==> src/rtl/decode_stage.sv <==
// decode_stage: RV32I instruction decode between fetch and execute.
// Drives rf read addresses, registers the decoded control fields and
// presents rf operands alongside them with a valid/ready handshake.
// Optional feature macro: DECODE_WB_BYPASS_EN (same-edge writeback bypass).
module decode_stage #(
  parameter int unsigned DATA_WIDTH             = 32,
  parameter int unsigned REGISTER_ADDRESS_WIDTH = 5
) (
  input  logic                              clk,
  input  logic                              s_reset,
  input  logic                              in_valid,
  output logic                              in_ready,
  input  logic [DATA_WIDTH-1:0]             in_instr,
  input  logic [DATA_WIDTH-1:0]             in_pc,
  output logic [REGISTER_ADDRESS_WIDTH-1:0] rf_address1,
  output logic [REGISTER_ADDRESS_WIDTH-1:0] rf_address2,
  input  logic [DATA_WIDTH-1:0]             rf_read_data_1,
  input  logic [DATA_WIDTH-1:0]             rf_read_data_2,
  input  logic                              wb_we,
  input  logic [REGISTER_ADDRESS_WIDTH-1:0] wb_address,
  input  logic [DATA_WIDTH-1:0]             wb_data,
  input  logic                              flush,
  output logic                              out_valid,
  input  logic                              out_ready,
  output logic [DATA_WIDTH-1:0]             out_pc,
  output logic [REGISTER_ADDRESS_WIDTH-1:0] out_rd,
  output logic [2:0]                        out_funct3,
  output logic                              out_funct7_b5,
  output logic [3:0]                        out_opclass,
  output logic [DATA_WIDTH-1:0]             out_imm,
  output logic                              out_reg_write,
  output logic                              out_illegal,
  output logic [DATA_WIDTH-1:0]             out_rs1_data,
  output logic [DATA_WIDTH-1:0]             out_rs2_data
);

  localparam int unsigned OPCODE_WIDTH  = 7;
  localparam int unsigned FUNCT3_WIDTH  = 3;
  localparam int unsigned OPCLASS_WIDTH = 4;

  localparam logic [OPCODE_WIDTH-1:0] OPC_LUI      = 7'b0110111;
  localparam logic [OPCODE_WIDTH-1:0] OPC_AUIPC    = 7'b0010111;
  localparam logic [OPCODE_WIDTH-1:0] OPC_JAL      = 7'b1101111;
  localparam logic [OPCODE_WIDTH-1:0] OPC_JALR     = 7'b1100111;
  localparam logic [OPCODE_WIDTH-1:0] OPC_BRANCH   = 7'b1100011;
  localparam logic [OPCODE_WIDTH-1:0] OPC_LOAD     = 7'b0000011;
  localparam logic [OPCODE_WIDTH-1:0] OPC_STORE    = 7'b0100011;
  localparam logic [OPCODE_WIDTH-1:0] OPC_OP_IMM   = 7'b0010011;
  localparam logic [OPCODE_WIDTH-1:0] OPC_OP       = 7'b0110011;
  localparam logic [OPCODE_WIDTH-1:0] OPC_MISC_MEM = 7'b0001111;
  localparam logic [OPCODE_WIDTH-1:0] OPC_SYSTEM   = 7'b1110011;

  typedef enum logic [OPCLASS_WIDTH-1:0] {
    CLS_LUI      = 4'd0,
    CLS_AUIPC    = 4'd1,
    CLS_JAL      = 4'd2,
    CLS_JALR     = 4'd3,
    CLS_BRANCH   = 4'd4,
    CLS_LOAD     = 4'd5,
    CLS_STORE    = 4'd6,
    CLS_OP_IMM   = 4'd7,
    CLS_OP       = 4'd8,
    CLS_MISC_MEM = 4'd9,
    CLS_SYSTEM   = 4'd10,
    CLS_ILLEGAL  = 4'd15
  } opclass_e;

  typedef struct packed {
    logic [DATA_WIDTH-1:0]             pc;
    logic [REGISTER_ADDRESS_WIDTH-1:0] rd;
    logic [FUNCT3_WIDTH-1:0]           funct3;
    logic                              funct7_b5;
    opclass_e                          opclass;
    logic [DATA_WIDTH-1:0]             imm;
    logic                              reg_write;
    logic                              illegal;
  } decode_t;

  logic                              fire_c;
  logic                              out_valid_q;
  decode_t                           dec_c;
  decode_t                           dec_q;
  logic                              writes_rd_c;
  logic [REGISTER_ADDRESS_WIDTH-1:0] rs1_c;
  logic [REGISTER_ADDRESS_WIDTH-1:0] rs2_c;
  logic [REGISTER_ADDRESS_WIDTH-1:0] held_rs1_q;
  logic [REGISTER_ADDRESS_WIDTH-1:0] held_rs2_q;
  logic [DATA_WIDTH-1:0]             imm_i_c;
  logic [DATA_WIDTH-1:0]             imm_s_c;
  logic [DATA_WIDTH-1:0]             imm_b_c;
  logic [DATA_WIDTH-1:0]             imm_u_c;
  logic [DATA_WIDTH-1:0]             imm_j_c;

  // Handshake: flush blocks acceptance; a stalled output register blocks it too.
  assign in_ready = ~flush & (~out_valid_q | out_ready);
  assign fire_c   = in_valid & in_ready;

  // Source indices of the incoming instruction.
  assign rs1_c = REGISTER_ADDRESS_WIDTH'(in_instr[19:15]);
  assign rs2_c = REGISTER_ADDRESS_WIDTH'(in_instr[24:20]);

  // rf reads are registered and re-read every cycle, so during a stall the
  // held indices keep the operands of the waiting instruction current.
  assign rf_address1 = fire_c ? rs1_c : held_rs1_q;
  assign rf_address2 = fire_c ? rs2_c : held_rs2_q;

  // Immediate formats; everything except U is sign-extended from bit 31.
  assign imm_i_c = {{(DATA_WIDTH-12){in_instr[31]}}, in_instr[31:20]};
  assign imm_s_c = {{(DATA_WIDTH-12){in_instr[31]}}, in_instr[31:25], in_instr[11:7]};
  assign imm_b_c = {{(DATA_WIDTH-13){in_instr[31]}}, in_instr[31], in_instr[7],
                    in_instr[30:25], in_instr[11:8], 1'b0};
  assign imm_u_c = DATA_WIDTH'({in_instr[31:12], 12'b0});
  assign imm_j_c = {{(DATA_WIDTH-21){in_instr[31]}}, in_instr[31], in_instr[19:12],
                    in_instr[20], in_instr[30:21], 1'b0};

  // Opcode decode into class, immediate and rd-write qualifier.
  always_comb begin
    dec_c           = '0;
    writes_rd_c     = 1'b0;
    dec_c.pc        = in_pc;
    dec_c.rd        = REGISTER_ADDRESS_WIDTH'(in_instr[11:7]);
    dec_c.funct3    = in_instr[14:12];
    dec_c.funct7_b5 = in_instr[30];
    dec_c.opclass   = CLS_ILLEGAL;
    unique case (in_instr[OPCODE_WIDTH-1:0])
      OPC_LUI: begin
        dec_c.opclass = CLS_LUI;
        dec_c.imm     = imm_u_c;
        writes_rd_c   = 1'b1;
      end
      OPC_AUIPC: begin
        dec_c.opclass = CLS_AUIPC;
        dec_c.imm     = imm_u_c;
        writes_rd_c   = 1'b1;
      end
      OPC_JAL: begin
        dec_c.opclass = CLS_JAL;
        dec_c.imm     = imm_j_c;
        writes_rd_c   = 1'b1;
      end
      OPC_JALR: begin
        dec_c.opclass = CLS_JALR;
        dec_c.imm     = imm_i_c;
        writes_rd_c   = 1'b1;
      end
      OPC_BRANCH: begin
        dec_c.opclass = CLS_BRANCH;
        dec_c.imm     = imm_b_c;
      end
      OPC_LOAD: begin
        dec_c.opclass = CLS_LOAD;
        dec_c.imm     = imm_i_c;
        writes_rd_c   = 1'b1;
      end
      OPC_STORE: begin
        dec_c.opclass = CLS_STORE;
        dec_c.imm     = imm_s_c;
      end
      OPC_OP_IMM: begin
        dec_c.opclass = CLS_OP_IMM;
        dec_c.imm     = imm_i_c;
        writes_rd_c   = 1'b1;
      end
      OPC_OP: begin
        dec_c.opclass = CLS_OP;
        writes_rd_c   = 1'b1;
      end
      OPC_MISC_MEM: begin
        dec_c.opclass = CLS_MISC_MEM;
        dec_c.imm     = imm_i_c;
      end
      OPC_SYSTEM: begin
        dec_c.opclass = CLS_SYSTEM;
        dec_c.imm     = imm_i_c;
        writes_rd_c   = 1'b1;
      end
      default: begin
        // Includes any encoding with instr[1:0] != 2'b11.
        dec_c.opclass = CLS_ILLEGAL;
        dec_c.illegal = 1'b1;
      end
    endcase
    dec_c.reg_write = writes_rd_c & (dec_c.rd != '0);
  end

  // Pipeline register: flush kills, fire loads, consumption empties, stall holds.
  always_ff @(posedge clk) begin
    if (s_reset) begin
      out_valid_q <= 1'b0;
      dec_q       <= '0;
      held_rs1_q  <= '0;
      held_rs2_q  <= '0;
    end else if (flush) begin
      out_valid_q <= 1'b0;
    end else if (fire_c) begin
      out_valid_q <= 1'b1;
      dec_q       <= dec_c;
      held_rs1_q  <= rs1_c;
      held_rs2_q  <= rs2_c;
    end else if (out_ready) begin
      out_valid_q <= 1'b0;
    end
  end

  assign out_valid     = out_valid_q;
  assign out_pc        = dec_q.pc;
  assign out_rd        = dec_q.rd;
  assign out_funct3    = dec_q.funct3;
  assign out_funct7_b5 = dec_q.funct7_b5;
  assign out_opclass   = dec_q.opclass;
  assign out_imm       = dec_q.imm;
  assign out_reg_write = dec_q.reg_write;
  assign out_illegal   = dec_q.illegal;

`ifdef DECODE_WB_BYPASS_EN
  logic                  hit1_q;
  logic                  hit2_q;
  logic [DATA_WIDTH-1:0] wb_data_q;

  // Remember a writeback that lands on the same edge as an rf read of that register.
  always_ff @(posedge clk) begin
    if (s_reset) begin
      hit1_q    <= 1'b0;
      hit2_q    <= 1'b0;
      wb_data_q <= '0;
    end else begin
      hit1_q    <= wb_we & (wb_address == rf_address1) & (rf_address1 != '0);
      hit2_q    <= wb_we & (wb_address == rf_address2) & (rf_address2 != '0);
      wb_data_q <= wb_data;
    end
  end

  assign out_rs1_data = hit1_q ? wb_data_q : rf_read_data_1;
  assign out_rs2_data = hit2_q ? wb_data_q : rf_read_data_2;
`else
  logic unused_wb_c;

  // Without bypass the writeback port is only observed by the rf itself.
  assign unused_wb_c  = ^{wb_we, wb_address, wb_data};
  assign out_rs1_data = rf_read_data_1;
  assign out_rs2_data = rf_read_data_2;
`endif

endmodule

==> config.mk <==
export PLATFORM = sky130hd
export DESIGN_NAME = decode_stage
export DESIGN_NICKNAME = d
export VERILOG_FILES = /design/src/rtl/decode_stage.sv
export SDC_FILE = /design/constraint.sdc
export NUM_CORES = 1
export LEC_CHECK = 0
export CAP_MARGIN = 30
export CORE_AREA = 3 3 125 127
export DETAILED_ROUTE_END_ITERATION = 8
export DIE_AREA = 0 0 128 130
export PLACE_DENSITY = 0.67
export SLEW_MARGIN = 20
export SYNTH_ARGS = -nofsm -noshare
export SYNTH_HDL_FRONTEND = slang
export SYNTH_SLANG_ARGS = --single-unit
==> constraint.sdc <==
create_clock -name clk -period 4.5 [get_ports clk]
set_input_delay 1.35 -clock clk [delete_from_list [all_inputs] [get_ports clk]]
set_output_delay 1.35 -clock clk [all_outputs]
set_load 0.03 [all_outputs]
==> run metrics, run 1 <==
Post-Syn Nets=689; Slew headroom=45.2%; total number of vias=3881; num rows=between 40 and 50; Cells after DPL=771; Comb power frac=between 10% and 20%; Placer Congestion=between 0.8 and 0.9; n_diodes=0; max_cap viols=0; CTS Hold Buffers Added=0; GRT Total Usage=15.9%; flops & latches, synth=90; slew of the pin with the lowest slew margin=0.822 ns; vias in the first global route=3653; sequential area share after synthesis=43.9%; initial antenna violation count=0; drt total wl=13.7 mm; Reg clk slew, reported paths=0.07 ns; most frequent cells in the layout=clkdlybuf4s50_1 (148), nand2_1 (136), dfxtp_1 (90), a21oi_1 (64), o21ai_0 (19); # DRC=0; Post-CTS Setup Bufs=0; Avg Cell Area, Syn=around 7.9 sq um; layout cells sized above 1=7.62%; Initial DRC Count=about 220; setup slack after layout=0.308 ns; worst setup path class=primary input to output pin; drt pass-1 iters=5; crit start category=primary input; CTS tree=done; placed inst area=5380 sq um; Clk pwr share=around two fifths; Root Driver=clkbuf_16; Fin Clk Skew=approximately 0.0064 ns; sw frac=roughly a quarter; Core Util, Final=39.3%; NetSw=521 uW; post-synth cell types=46; hold crit path type=register to register; post-synthesis async set-or-reset flop share=0%; DR WL/cell=about 17 um; Worst EP arrival=2.84 ns; maximum fanout along the worst path=13; CTS Sinks=90; filler cell count=1478; Routed Antenna Nets=0; CP Capture Type=output pin; f_max=0.239 GHz; Cell Int Power=1.45 mW; clk buf depth=2; final worst path period share=93.2%; gr ovfl total=0; Die Area=16600 sq um; commonest non-fill, non-tap cell in the layout=clkdlybuf4s50_1; post-place setup slack=0.281 ns; CTS HTree Levels=3; total power=1.97 mW; PwrDens=345 nW/um^2; die height=approximately 130 um; Seq pwr share=42.3%; Synth Instances=518; final hold slack=0.452 ns; Area Growth Syn to Fin=39.2%; final slew viol count=0; outcome=completed; worst path required time=3.15 ns; peak supply drop=0.163 mV; Nets=770; final setup fails=0; PostCTS Resize Cnt=0; Tmin final=4.19 ns; yosys warns=0; latest clock arrival within the worst-skew pair=0.34 ns; largest net degree at the start of global routing=45; Setup Total Neg Slack=0 ns; RSZ-0062 raised after global routing=false; Core Box Area=14500 sq um; mapped cell area=4110 sq um; Via-to-Cell Ratio=4.93; Final Cell Area=roughly 5700 sq um; PortBufs=159; Main synth FF type=dfxtp_1; DP HPWL=10.0 mm; Initial Util=28.3%; chip width=128 um; CTS buffer count=9; first-pass GRT wire length=20.3 mm; Hold Fails Final Rpt=0; EDFF count, synth=0; Leak=2.07 nW; Post-Layout Cell Count=just under 800; # IOs=between 300 and 400
per-layer routing:
layer,up-vias,part of all wire [%],track usage [%]
li1,1854,-,-
met1,1784,40,18.2
met2,191,46,26.4
met3,52,10,5.77
met4,0,3.3,7.74
met5,-,0,0
cells in the mapped netlist, types with 6 or more instances:
master    number  share of area, %
buf_2         11               1.3
nor2_1        11               1.0
buf_4         64                12
a22oi_1       11               2.0
a21oi_1       64               7.8
nor3_1         8              0.98
clkbuf_1      21               1.9
nand2_1      137                13
o21ai_0       19               2.3
a22o_1         6               1.3
o21ai_1       14               1.7
dfxtp_1       90                44
area by class of cell:
class | instances | area [sq um] | area share (%)
flip-flops and latches | 90 | 1800 | 31.5
repair buffers | 168 | 1670 | 29.2
multi-input cells | 325 | 1670 | 29.2
well taps | 184 | 230 | 4.03
clock buffers | 9 | 225 | 3.94
clock inverters | 7 | 98.8 | 1.73
inverters | 5 | 18.8 | 0.328
cells by family (layout without fill, tap and decap cells):
| logic type | count (synthesis) | after routing | share of synthesized area, % |
|---|---|---|---|
| simple gates | 182 | 182 | 19.0 |
| compound gates | 139 | 139 | 20.4 |
| mux | 2 | 2 | 0.518 |
| buf+inv | 103 | 189 | 15.8 |
| flops | 90 | 90 | 43.9 |
| xor+xnor | 2 | 2 | 0.427 |
power groups by stage:
stage          logic, mW  clock network [mW]  registers (mW)
6_report           0.317               0.822           0.834
5_1_grt            0.340               0.884           0.837
4_1_cts            0.318               0.855           0.834
3_5_place_dp       0.317                   0           0.853
3_3_place_gp       0.313                   0           0.852
2_1_floorplan      0.218                   0           0.896
state kept, by name (all words and copies together), names as in the netlist, 3 cells and up:
signal,cells
held_rs1_q,5
held_rs2_q,5
out_funct3,3
out_imm,32
out_opclass,4
out_pc,32
out_rd,5
final timing paths:
path	start	end	slack, ns	cells after the start
max	in_valid	rf_address2[0]	0.31	6
min	out_imm[17]	out_imm[17]	0.45	2
max reg2reg	out_valid	out_imm[27]	2.39	6
min reg2reg	out_imm[17]	out_imm[17]	0.45	2
critical path, stage by stage:
cell and delay, ns:
clkdlybuf4s50_1 0.47, nor2b_1 0.20, and2_2 0.42, nand2_1 0.14, nand2_1 0.12, buf_12 0.13
Power figures use the tool's default switching activity.
==> run 2, diff against run 1 <==
Settings changed: ABC_CLOCK_PERIOD_IN_PS from default to 4500.
==> results of run 2 <==
No change in the layout: final DEF, timing and power equal those of run 1.
==> edit, RTL diff (settings of run 2) <==
The option `DECODE_WB_BYPASS_EN` is turned on by a define.
--- a/src/rtl/decode_stage.sv
+++ b/src/rtl/decode_stage.sv
@@ -2,6 +2,8 @@
 // Drives rf read addresses, registers the decoded control fields and
 // presents rf operands alongside them with a valid/ready handshake.
 // Optional feature macro: DECODE_WB_BYPASS_EN (same-edge writeback bypass).
+`define DECODE_WB_BYPASS_EN
+
 module decode_stage #(
   parameter int unsigned DATA_WIDTH             = 32,
   parameter int unsigned REGISTER_ADDRESS_WIDTH = 5
Behaviour: not the same (Yosys sat finds a counterexample within 4 cycles, from zero or initial values and one cycle with s_reset high).
==> edit against run 2 <==
Design area up 67%; sequential cell count increased by 34; die area unchanged; area after synthesis up 36%; largest power group is now clock; global-route usage increased by 11 points; register-to-register slack got worse by 0.25 ns; synthesized cell count grew 19%; worst setup slack worse by 0.085 ns; worst hold slack got worse by 0.0074 ns; combinational power rose by 98%; total power increased by 56%; final cell count grew 44%; routed wire length increased by 67%.
==> edit: results (changes against run 2) <==
* Clk pin slew, worst setup/hold paths at 0.05 ns (-0.02 ns)
* Top Metal Used: met5
* Post-synthesis sequential area ratio at 44.5% (+0.66 points)
* Clk_lat worst skew at 0.41 ns (+0.07 ns)
* Placed Instances at 1098 (+42%)
* Post-synthesis cell count at 617 (+19%)
* First-pass GRT wire length at 34.2 mm (+68%)
* HP Start: out_imm[2]$_SDFFE_PP0P_
* Top post-synthesis cells by area: dfxtp_1 (45%), mux2_2 (13%), nand2_1 (7.7%), a21oi_1 (4.9%), nor2b_1 (4.0%)
* Hold Path End: out_imm[2]$_SDFFE_PP0P_
* Met1 wire length at 8.87 mm (+61%)
* HPWL Detailed at 17.6 mm (+75%)
* Status: completed
* Crit path DAT at 2.93 ns (+0.09 ns)
* Remaining Overflow, GRT at 0 (unchanged)
* Worst r2r path cells at 7 (+1)
* Cts bufs inserted at 17 (+8)
* GRT Overall Usage at 26.8% (+11 points)
* Synth cell types at 58 (+26%)
* H-tree levels at 4 (+1)
* Clock Skew at 0.00346 ns (-0.00291 ns)
* Initial antenna violation count at 2 (+2)
* R2R Path End: out_imm[6]$_SDFFE_PP0P_
* Max Fanout on Critical Path at 6 (-7)
* Reg2reg setup slack at 2.14 ns (-0.25 ns)
* Vias/cell at 5.13 (+4.1%)
* Synth top cells by count: dfxtp_1 (124), nand2_1 (115), mux2_2 (64)
* PortBufs at 325 (+100%)
* Min Hold Slack at 0.445 ns (-0.00744 ns)
* Placed Area at 0.00896 mm^2 (+67%)
* Final wirelength at 22.9 mm (+67%)
* Max rail drop VDD at 0.253 mV (+56%)
* Cts repair resizes at 2 (+2)
* Fill count at 1284 (-13%)
* NetSw at 833 uW (+60%)
* Setup crit end: rf_address1[0]
* GPL Wtd Cong at 0.872 (-0.27%)
* Pin count of the biggest net entering global routing at 76 (+69%)
* Slew @ Worst Pin at 0.932 ns (+0.110 ns)
* DR WL met2 at 11.3 mm (+79%)
* Pre-Repair DR Iteration Count at 4 (-1)
* Share of layout cells above drive strength 1 at 15.1% (+7.5 points)
* Final net count at 1104 (+43%)
* Total vias in the final route at 5800 (+49%)
* Leakage at 0.00359 uW (+73%)
* Routed met3 length at 1.88 mm (+36%)
* Syn nets at 788 (+14%)
* Starting DRT DRC Count at 281 (+27%)
* FFs w/ async S/R, synth at 0% (unchanged)
## edit: final cells by class
type	instances	area (um^2)	area share, %
Antenna cell	1	2.50	0.0262
Clock buffer	22	474	4.97
Clock inverter	10	91.3	0.958
Inverter	13	48.8	0.512
Multi-Input combinational cell	434	2830	29.7
Sequential cell	124	2480	26.0
Tap cell	184	230	2.41
Timing Repair Buffer	343	3380	35.4
## edit: cells by family (layout without fill, tap and decap cells)
| logic type | after synthesis | in the layout | synth area share [%] |
|---|---|---|---|
| buffers and inverters | 59 | 388 | 4.76 |
| flip-flops | 124 | 124 | 44.5 |
| AND/OR/NAND/NOR | 211 | 211 | 18.0 |
| other | 0 | 1 | 0 |
| AO/OA/AOI/OAI | 140 | 140 | 16.6 |
| XOR/XNOR | 10 | 10 | 1.57 |
| adder cells (fa/ha/maj) | 1 | 1 | 0.180 |
| multiplexers | 72 | 72 | 14.4 |
## edit: power groups by stage
stage	sequential, uW	clock, uW	combinational (uW)
floorplan	1220	0	257
finish	1160	1290	628
global route	1170	1380	667
CTS	1160	1320	631
detailed placement	1190	0	628
global placement	1190	0	624
## edit: routing by layer
metal / vias to the layer above / GRT usage (%)
li1: 2763 / -
met4: 2 / 12.2
met5: - / 0
met2: 254 / 44.9
met1: 2733 / 31.5
met3: 48 / 8.27
## edit: worst max-delay path, delay by kind of cell
kind / cells / cell delay (ns)
buf+inv: 3 / 0.89
simple gates: 2 / 0.40
mux: 1 / 0.29
## edit: per-stage QoR
stage               TNS (ns)  util [%]  setup WS [ns]  power [uW]
finish                     0      65.6          0.224        3090
global route               0      65.6         0.0881        3210
CTS                        0      65.5         0.0121        3120
detailed placement  -0.00158      61.7       -0.00158        1810
global placement           0      61.6         0.0614        1810
floorplan                  0         -          0.772        1480
